$ cat config.mk
export PLATFORM = sky130hd
export DESIGN_NAME = vm_change_dispenser
export DESIGN_NICKNAME = d
export VERILOG_FILES = /design/src/rtl/vm_pkg.sv /design/src/rtl/vm_tube_counter.sv /design/src/rtl/vm_change_dispenser.sv
export SDC_FILE = /design/constraint.sdc
export NUM_CORES = 1
export LEC_CHECK = 0
export ABC_AREA = 1
export CAP_MARGIN = 30
export CORE_MARGIN = 2
export CORE_UTILIZATION = 55
export DETAILED_ROUTE_END_ITERATION = 16
export PLACE_DENSITY = 0.83
export SLEW_MARGIN = 10
export SYNTH_ARGS = -nofsm -noshare
export SYNTH_HDL_FRONTEND = slang
export SYNTH_SLANG_ARGS = --single-unit
$ cat constraint.sdc
create_clock -name clk -period 1.9 [get_ports clk]
set_input_delay 0.19 -clock clk [delete_from_list [all_inputs] [get_ports clk]]
set_output_delay 0.19 -clock clk [all_outputs]
set_load 0.01 [all_outputs]
$ cat src/rtl/vm_pkg.sv
// Shared vending-machine constants and the change-payout FSM state encoding.
package vm_pkg;

  localparam int UNIT_5  = 1;
  localparam int UNIT_10 = 2;

  localparam int PRICE_1 = 3;
  localparam int PRICE_2 = 5;

  typedef enum logic [2:0] {
    PAY_IDLE,
    PAY_SELECT,
    PAY_EJECT,
    PAY_GAP,
    PAY_DONE
  } pay_state_t;

endpackage

$ cat src/rtl/vm_tube_counter.sv
// Coin tube occupancy: saturating up/down counter with empty/full flags.
module vm_tube_counter #(
  parameter int CNT_W    = 4,
  parameter int TUBE_MAX = 15,
  parameter int INIT     = 4
) (
  input  logic             clk,
  input  logic             reset,
  input  logic             inc,
  input  logic             dec,
  output logic [CNT_W-1:0] count,
  output logic             empty,
  output logic             full
);

  // Simultaneous coin-in and eject cancel, which also keeps a full tube full.
  function automatic logic [CNT_W-1:0] sat_step(input logic [CNT_W-1:0] c,
                                                input logic inc_i,
                                                input logic dec_i);
    logic [CNT_W-1:0] r;
    r = c;
    case ({inc_i, dec_i})
      2'b10:   r = (c == CNT_W'(TUBE_MAX)) ? c : c + 1'b1;
      2'b01:   r = (c == '0) ? c : c - 1'b1;
      default: r = c;
    endcase
    return r;
  endfunction

  always_ff @(posedge clk) begin
    if (reset) count <= CNT_W'(INIT);
    else       count <= sat_step(count, inc, dec);
  end

  assign empty = (count == '0);
  assign full  = (count == CNT_W'(TUBE_MAX));

endmodule

$ cat src/rtl/vm_change_dispenser.sv
// Greedy change payout from the 5 and 10 coin tubes with actuator recovery spacing.
module vm_change_dispenser
  import vm_pkg::*;
#(
  parameter int AMT_W     = 4,
  parameter int CNT_W     = 4,
  parameter int TUBE_MAX  = 15,
  parameter int INIT_5    = 4,
  parameter int INIT_10   = 4,
  parameter int PULSE_GAP = 2
) (
  input  logic             clk,
  input  logic             reset,
  input  logic             coin_5_in,
  input  logic             coin_10_in,
  input  logic             pay_req,
  input  logic [AMT_W-1:0] pay_amt,
  output logic             pay_ack,
  output logic             pay_done,
  output logic             pay_short,
  output logic [AMT_W-1:0] pay_rem,
  output logic             change_5,
  output logic             change_10,
  output logic [CNT_W-1:0] cnt_5,
  output logic [CNT_W-1:0] cnt_10,
  output logic             exact_only,
  output logic             busy
);

  localparam int GAP_W = (PULSE_GAP > 1) ? $clog2(PULSE_GAP) : 1;

  pay_state_t       state, state_nx;
  logic [AMT_W-1:0] rem, rem_nx;
  logic [GAP_W-1:0] gap_cnt, gap_nx;
  logic             sel_10, sel_nx;
  logic             ack_nx, done_nx, short_nx, c5_nx, c10_nx, busy_nx;
  logic [AMT_W-1:0] pay_rem_nx;
  logic             empty_5, empty_10, full_5, full_10;

  // The eject pulse itself drives the decrement, so a coin landing in the
  // same cycle nets out inside the counter.
  vm_tube_counter #(.CNT_W(CNT_W), .TUBE_MAX(TUBE_MAX), .INIT(INIT_5)) u_tube_5 (
    .clk   (clk),
    .reset (reset),
    .inc   (coin_5_in),
    .dec   (change_5),
    .count (cnt_5),
    .empty (empty_5),
    .full  (full_5)
  );

  vm_tube_counter #(.CNT_W(CNT_W), .TUBE_MAX(TUBE_MAX), .INIT(INIT_10)) u_tube_10 (
    .clk   (clk),
    .reset (reset),
    .inc   (coin_10_in),
    .dec   (change_10),
    .count (cnt_10),
    .empty (empty_10),
    .full  (full_10)
  );

  assign exact_only = empty_5;

  always_comb begin
    state_nx   = state;
    rem_nx     = rem;
    gap_nx     = gap_cnt;
    sel_nx     = sel_10;
    ack_nx     = 1'b0;
    done_nx    = 1'b0;
    short_nx   = 1'b0;
    pay_rem_nx = '0;
    c5_nx      = 1'b0;
    c10_nx     = 1'b0;
    busy_nx    = busy;
    case (state)
      PAY_IDLE: begin
        busy_nx = 1'b0;
        if (pay_req) begin
          rem_nx   = pay_amt;
          state_nx = PAY_SELECT;
          ack_nx   = 1'b1;
          busy_nx  = 1'b1;
        end
      end
      PAY_SELECT: begin
        if (rem >= AMT_W'(UNIT_10) && !empty_10) begin
          sel_nx   = 1'b1;
          rem_nx   = rem - AMT_W'(UNIT_10);
          state_nx = PAY_EJECT;
        end else if (rem >= AMT_W'(UNIT_5) && !empty_5) begin
          sel_nx   = 1'b0;
          rem_nx   = rem - AMT_W'(UNIT_5);
          state_nx = PAY_EJECT;
        end else begin
          state_nx   = PAY_DONE;
          done_nx    = 1'b1;
          short_nx   = (rem != '0);
          pay_rem_nx = rem;
        end
      end
      PAY_EJECT: begin
        c10_nx   = sel_10;
        c5_nx    = ~sel_10;
        gap_nx   = GAP_W'(PULSE_GAP - 1);
        state_nx = PAY_GAP;
      end
      PAY_GAP: begin
        if (gap_cnt == '0) state_nx = PAY_SELECT;
        else               gap_nx   = gap_cnt - 1'b1;
      end
      PAY_DONE: begin
        state_nx = PAY_IDLE;
        busy_nx  = 1'b0;
      end
      default: state_nx = PAY_IDLE;
    endcase
  end

  always_ff @(posedge clk) begin
    if (reset) begin
      state     <= PAY_IDLE;
      rem       <= '0;
      gap_cnt   <= '0;
      sel_10    <= 1'b0;
      pay_ack   <= 1'b0;
      pay_done  <= 1'b0;
      pay_short <= 1'b0;
      pay_rem   <= '0;
      change_5  <= 1'b0;
      change_10 <= 1'b0;
      busy      <= 1'b0;
    end else begin
      state     <= state_nx;
      rem       <= rem_nx;
      gap_cnt   <= gap_nx;
      sel_10    <= sel_nx;
      pay_ack   <= ack_nx;
      pay_done  <= done_nx;
      pay_short <= short_nx;
      pay_rem   <= pay_rem_nx;
      change_5  <= c5_nx;
      change_10 <= c10_nx;
      busy      <= busy_nx;
    end
  end

endmodule

==> results by group <==
Yosys
  • Sequential share of the synthesized area: 35.61%
  • Cells after Synth: 211
  • Synth area leader: dfxtp_1
  • Mean post-synth cell area: 7.193 um^2
  • Yosys reg bits: 27
  • Synth Net Count: 231
  • Netlist cell types: 24
  • Post-Synthesis Cell Area: 1518 um^2
  • Largest cells by area after synthesis: dfxtp_1 36%, nand2_1 14%, ha_1 7.4%
  • Top-area cell type share of the netlist area: 35.61%
  • Synth warnings: 0

Cells and area
  • Fin nets: 263
  • Layout cell share with drive strength beyond 1: 9.504%
  • Area grow syn2layout: 22.42%
  • N_diodes: 0
  • Post-Layout Cell Count: 273
  • Core Util, Final: 69.17%

Placement
  • Post-Place Cells: 269
  • GP Congestion: 0.8543
  • Input/output buffers: 27
  • Pre-CTS WS: 96.58 ps
  • DP HPWL: 2.401 mm

CTS
  • Cts hold-fix bufs: 0
  • H-Tree Depth: 1
  • CTS sink count: 27
  • Clock buffer count from CTS: 3
  • Post_cts resized: 0
  • Worst-Skew Late Latency: 320 ps
  • Post-CTS setup buffer count: 0
  • CTS tree: built
  • Worst-path clk slew: 140 ps
  • CTS root buffer: clkbuf_4
  • Max clock buf depth: 2

STA
  • Final min period: 1752 ps
  • Unrepaired setup endpoints after global routing: false
  • Slew @ Worst Pin: 267.1 ps
  • Final Max Tran Viols: 0
  • PnR worst setup slack: 148.0 ps
  • Max Fclk: 570.8 MHz
  • Setup TNS: 0 ps
  • Setup-failing EPs final: 0
  • Count of final hold-check violations: 0
  • Clk_skew: 2.972 ps
  • Slew HR: 82.17%
  • Final worst-path cycle share: 92.21%

Drt
  • Drt pass-1 iters: 4
  • DR vias/cell: 5.264
  • DRT Wirelength: 3.096 mm
  • 1st-iter DRT viols: 32
  • Wire per inst: 11.34 um
  • Vias: 1437
  • DRC viols: 0
  • Antenna-violating nets left: 0

Floorplan
  • Die area: 3196 um^2
  • Chip Width: 56.53 um
  • Initial core utilization: 56.50%
  • Rows: 19
  • Placeable Area: 2686 um^2
  • IO Pins: 28
  • Die height: 56.53 um

Job
  • Max Cap Viol: 0

Power and ir drop
  • Lkg Pwr: 0.8855 nW
  • Combinational Power Share: 51.8%
  • Worst VDD drop: 0.8925 mV
  • Switching fraction of total power: 44.61%
  • PD cells: 1186 nW/um^2
  • Clock share of power: 11.4%
  • Sequential Power Share: 36.8%
  • Pint: 1.220 mW
  • NetSw: 0.9829 mW

GRT
  • Total global routing track utilization: 21.47%
  • First-pass GRT wire length: 5.492 mm
  • Vias in the first global route: 1268
  • Total gr overflow: 0
  • Initial antenna violation count: 0
  • Largest net degree at the start of global routing: 15

Setup path
  • CP arrival: 1560 ps
  • CP Max Fanout: 6
  • CP Launch Type: register
  • CP endpoint kind: output pin
  • Critical path required time: 1710 ps
  • CP Class: reg2out

Outcome
  • Status: finished, final reports clean

Worst hold path
  • Hold Path Class: reg2reg
## cell usage in the layout (no fill, tap or decap), types with 2 or more instances in the layout
master / netlist / routed
nand2_1: 58 / 58
nor2_1: 27 / 27
inv_2: 4 / 4
inv_1: 25 / 25
nand3_4: 2 / 2
o21ai_0: 3 / 3
a21oi_1: 13 / 13
o211ai_1: 2 / 2
ha_1: 9 / 9
nand4_1: 8 / 8
clkbuf_4: 0 / 3
nand2_2: 7 / 7
xor2_1: 3 / 3
o21ai_1: 2 / 2
dfxtp_1: 27 / 27
buf_4: 0 / 2
clkdlybuf4s50_1: 0 / 27
fa_1: 2 / 2
nand3_1: 10 / 10
## registers in the layout, indices dropped and copies added, names as in the netlist
name	count
pay_rem	4
busy	1
rem	4
u_tube_10.count	4
state	3
change_10	1
pay_short	1
gap_cnt	1
sel_10	1
u_tube_5.count	4
pay_ack	1
pay_done	1
change_5	1
## final timing paths
path | startpoint | to | slack [ps] | depth (start not counted)
worst max-delay path | u_tube_5.count[3]$_SDFFE_PP0P_ | exact_only | 150 | 4
worst min-delay path | sel_10$_SDFFE_PP0P_ | change_10$_SDFF_PP0_ | 470 | 2
worst max register to register | rem[0]$_SDFFE_PP0P_ | pay_short$_SDFF_PP0_ | 330 | 7
worst min register to register | sel_10$_SDFFE_PP0P_ | change_10$_SDFF_PP0_ | 470 | 2
## per-stage QoR
stage	total power [mW]	area (um^2)	hold slack, ps
2_1_floorplan	1.646	1518	380.1
3_3_place_gp	1.929	1832	448.1
3_5_place_dp	1.959	1832	456.6
4_1_cts	2.208	1858	478.0
5_1_grt	2.396	1858	503.9
6_report	2.203	1858	474.3
## power by group through the flow
stage	Combinational [mW]	Clock, mW	Sequential, mW
after detailed placement	1.14	0	0.821
after global routing	1.29	0.280	0.828
after global placement	1.11	0	0.821
final	1.14	0.251	0.811
after floorplan	0.827	0	0.820
after CTS	1.14	0.256	0.808
## worst max-delay path, stage by stage (launching register included)
cell	delay [ps]
dfxtp_1	390
nor2_1	150
nand2_2	110
inv_1	60
clkdlybuf4s50_1	530
## synth_stat cells
cell,count
o211ai_1,2
ha_1,9
xor2_1,3
a31oi_1,1
nand3_4,2
nand3_2,1
nand2_1,58
nor2_4,1
nor2_8,1
dfxtp_1,27
inv_2,4
nand3_1,10
fa_1,2
buf_2,2
nand4_2,1
nor3_1,1
nand2_4,1
o21ai_1,2
nand4_1,8
o21ai_0,3
nand2_2,7
a21oi_1,13
nor2_1,27
inv_1,25
## per-layer routing
| layer | vias to the layer above | wire [um] | GRT usage [%] |
|---|---|---|---|
| li1 | 739 | - | - |
| met1 | 662 | 1529 | 28.30 |
| met2 | 30 | 1432 | 36.05 |
| met3 | 6 | 80 | 2.995 |
| met4 | 0 | 53 | 6.803 |
| met5 | - | 0 | 0 |
## final cells by class
| cell class | count | area, um^2 |
|---|---|---|
| fillers | 240 | 828.3 |
| inverters | 29 | 108.9 |
| flip-flops and latches | 27 | 540.5 |
| well taps | 31 | 38.79 |
| multi-input cells | 153 | 858.3 |
| clock buffers | 4 | 26.28 |
| repair buffers | 29 | 285.3 |
## kinds of logic (layout without fill, tap and decap cells)
group                    after synthesis  after routing  synth area share, %
AND/OR/NAND/NOR                      118            118                37.43
buffers and inverters                 31             62                7.832
flip-flops                            27             27                35.61
XOR/XNOR                               3              3                1.732
adder cells (fa/ha/maj)               11             11                10.06
AO/OA/AOI/OAI                         21             21                7.337
(Power assumes the default switching activity.)
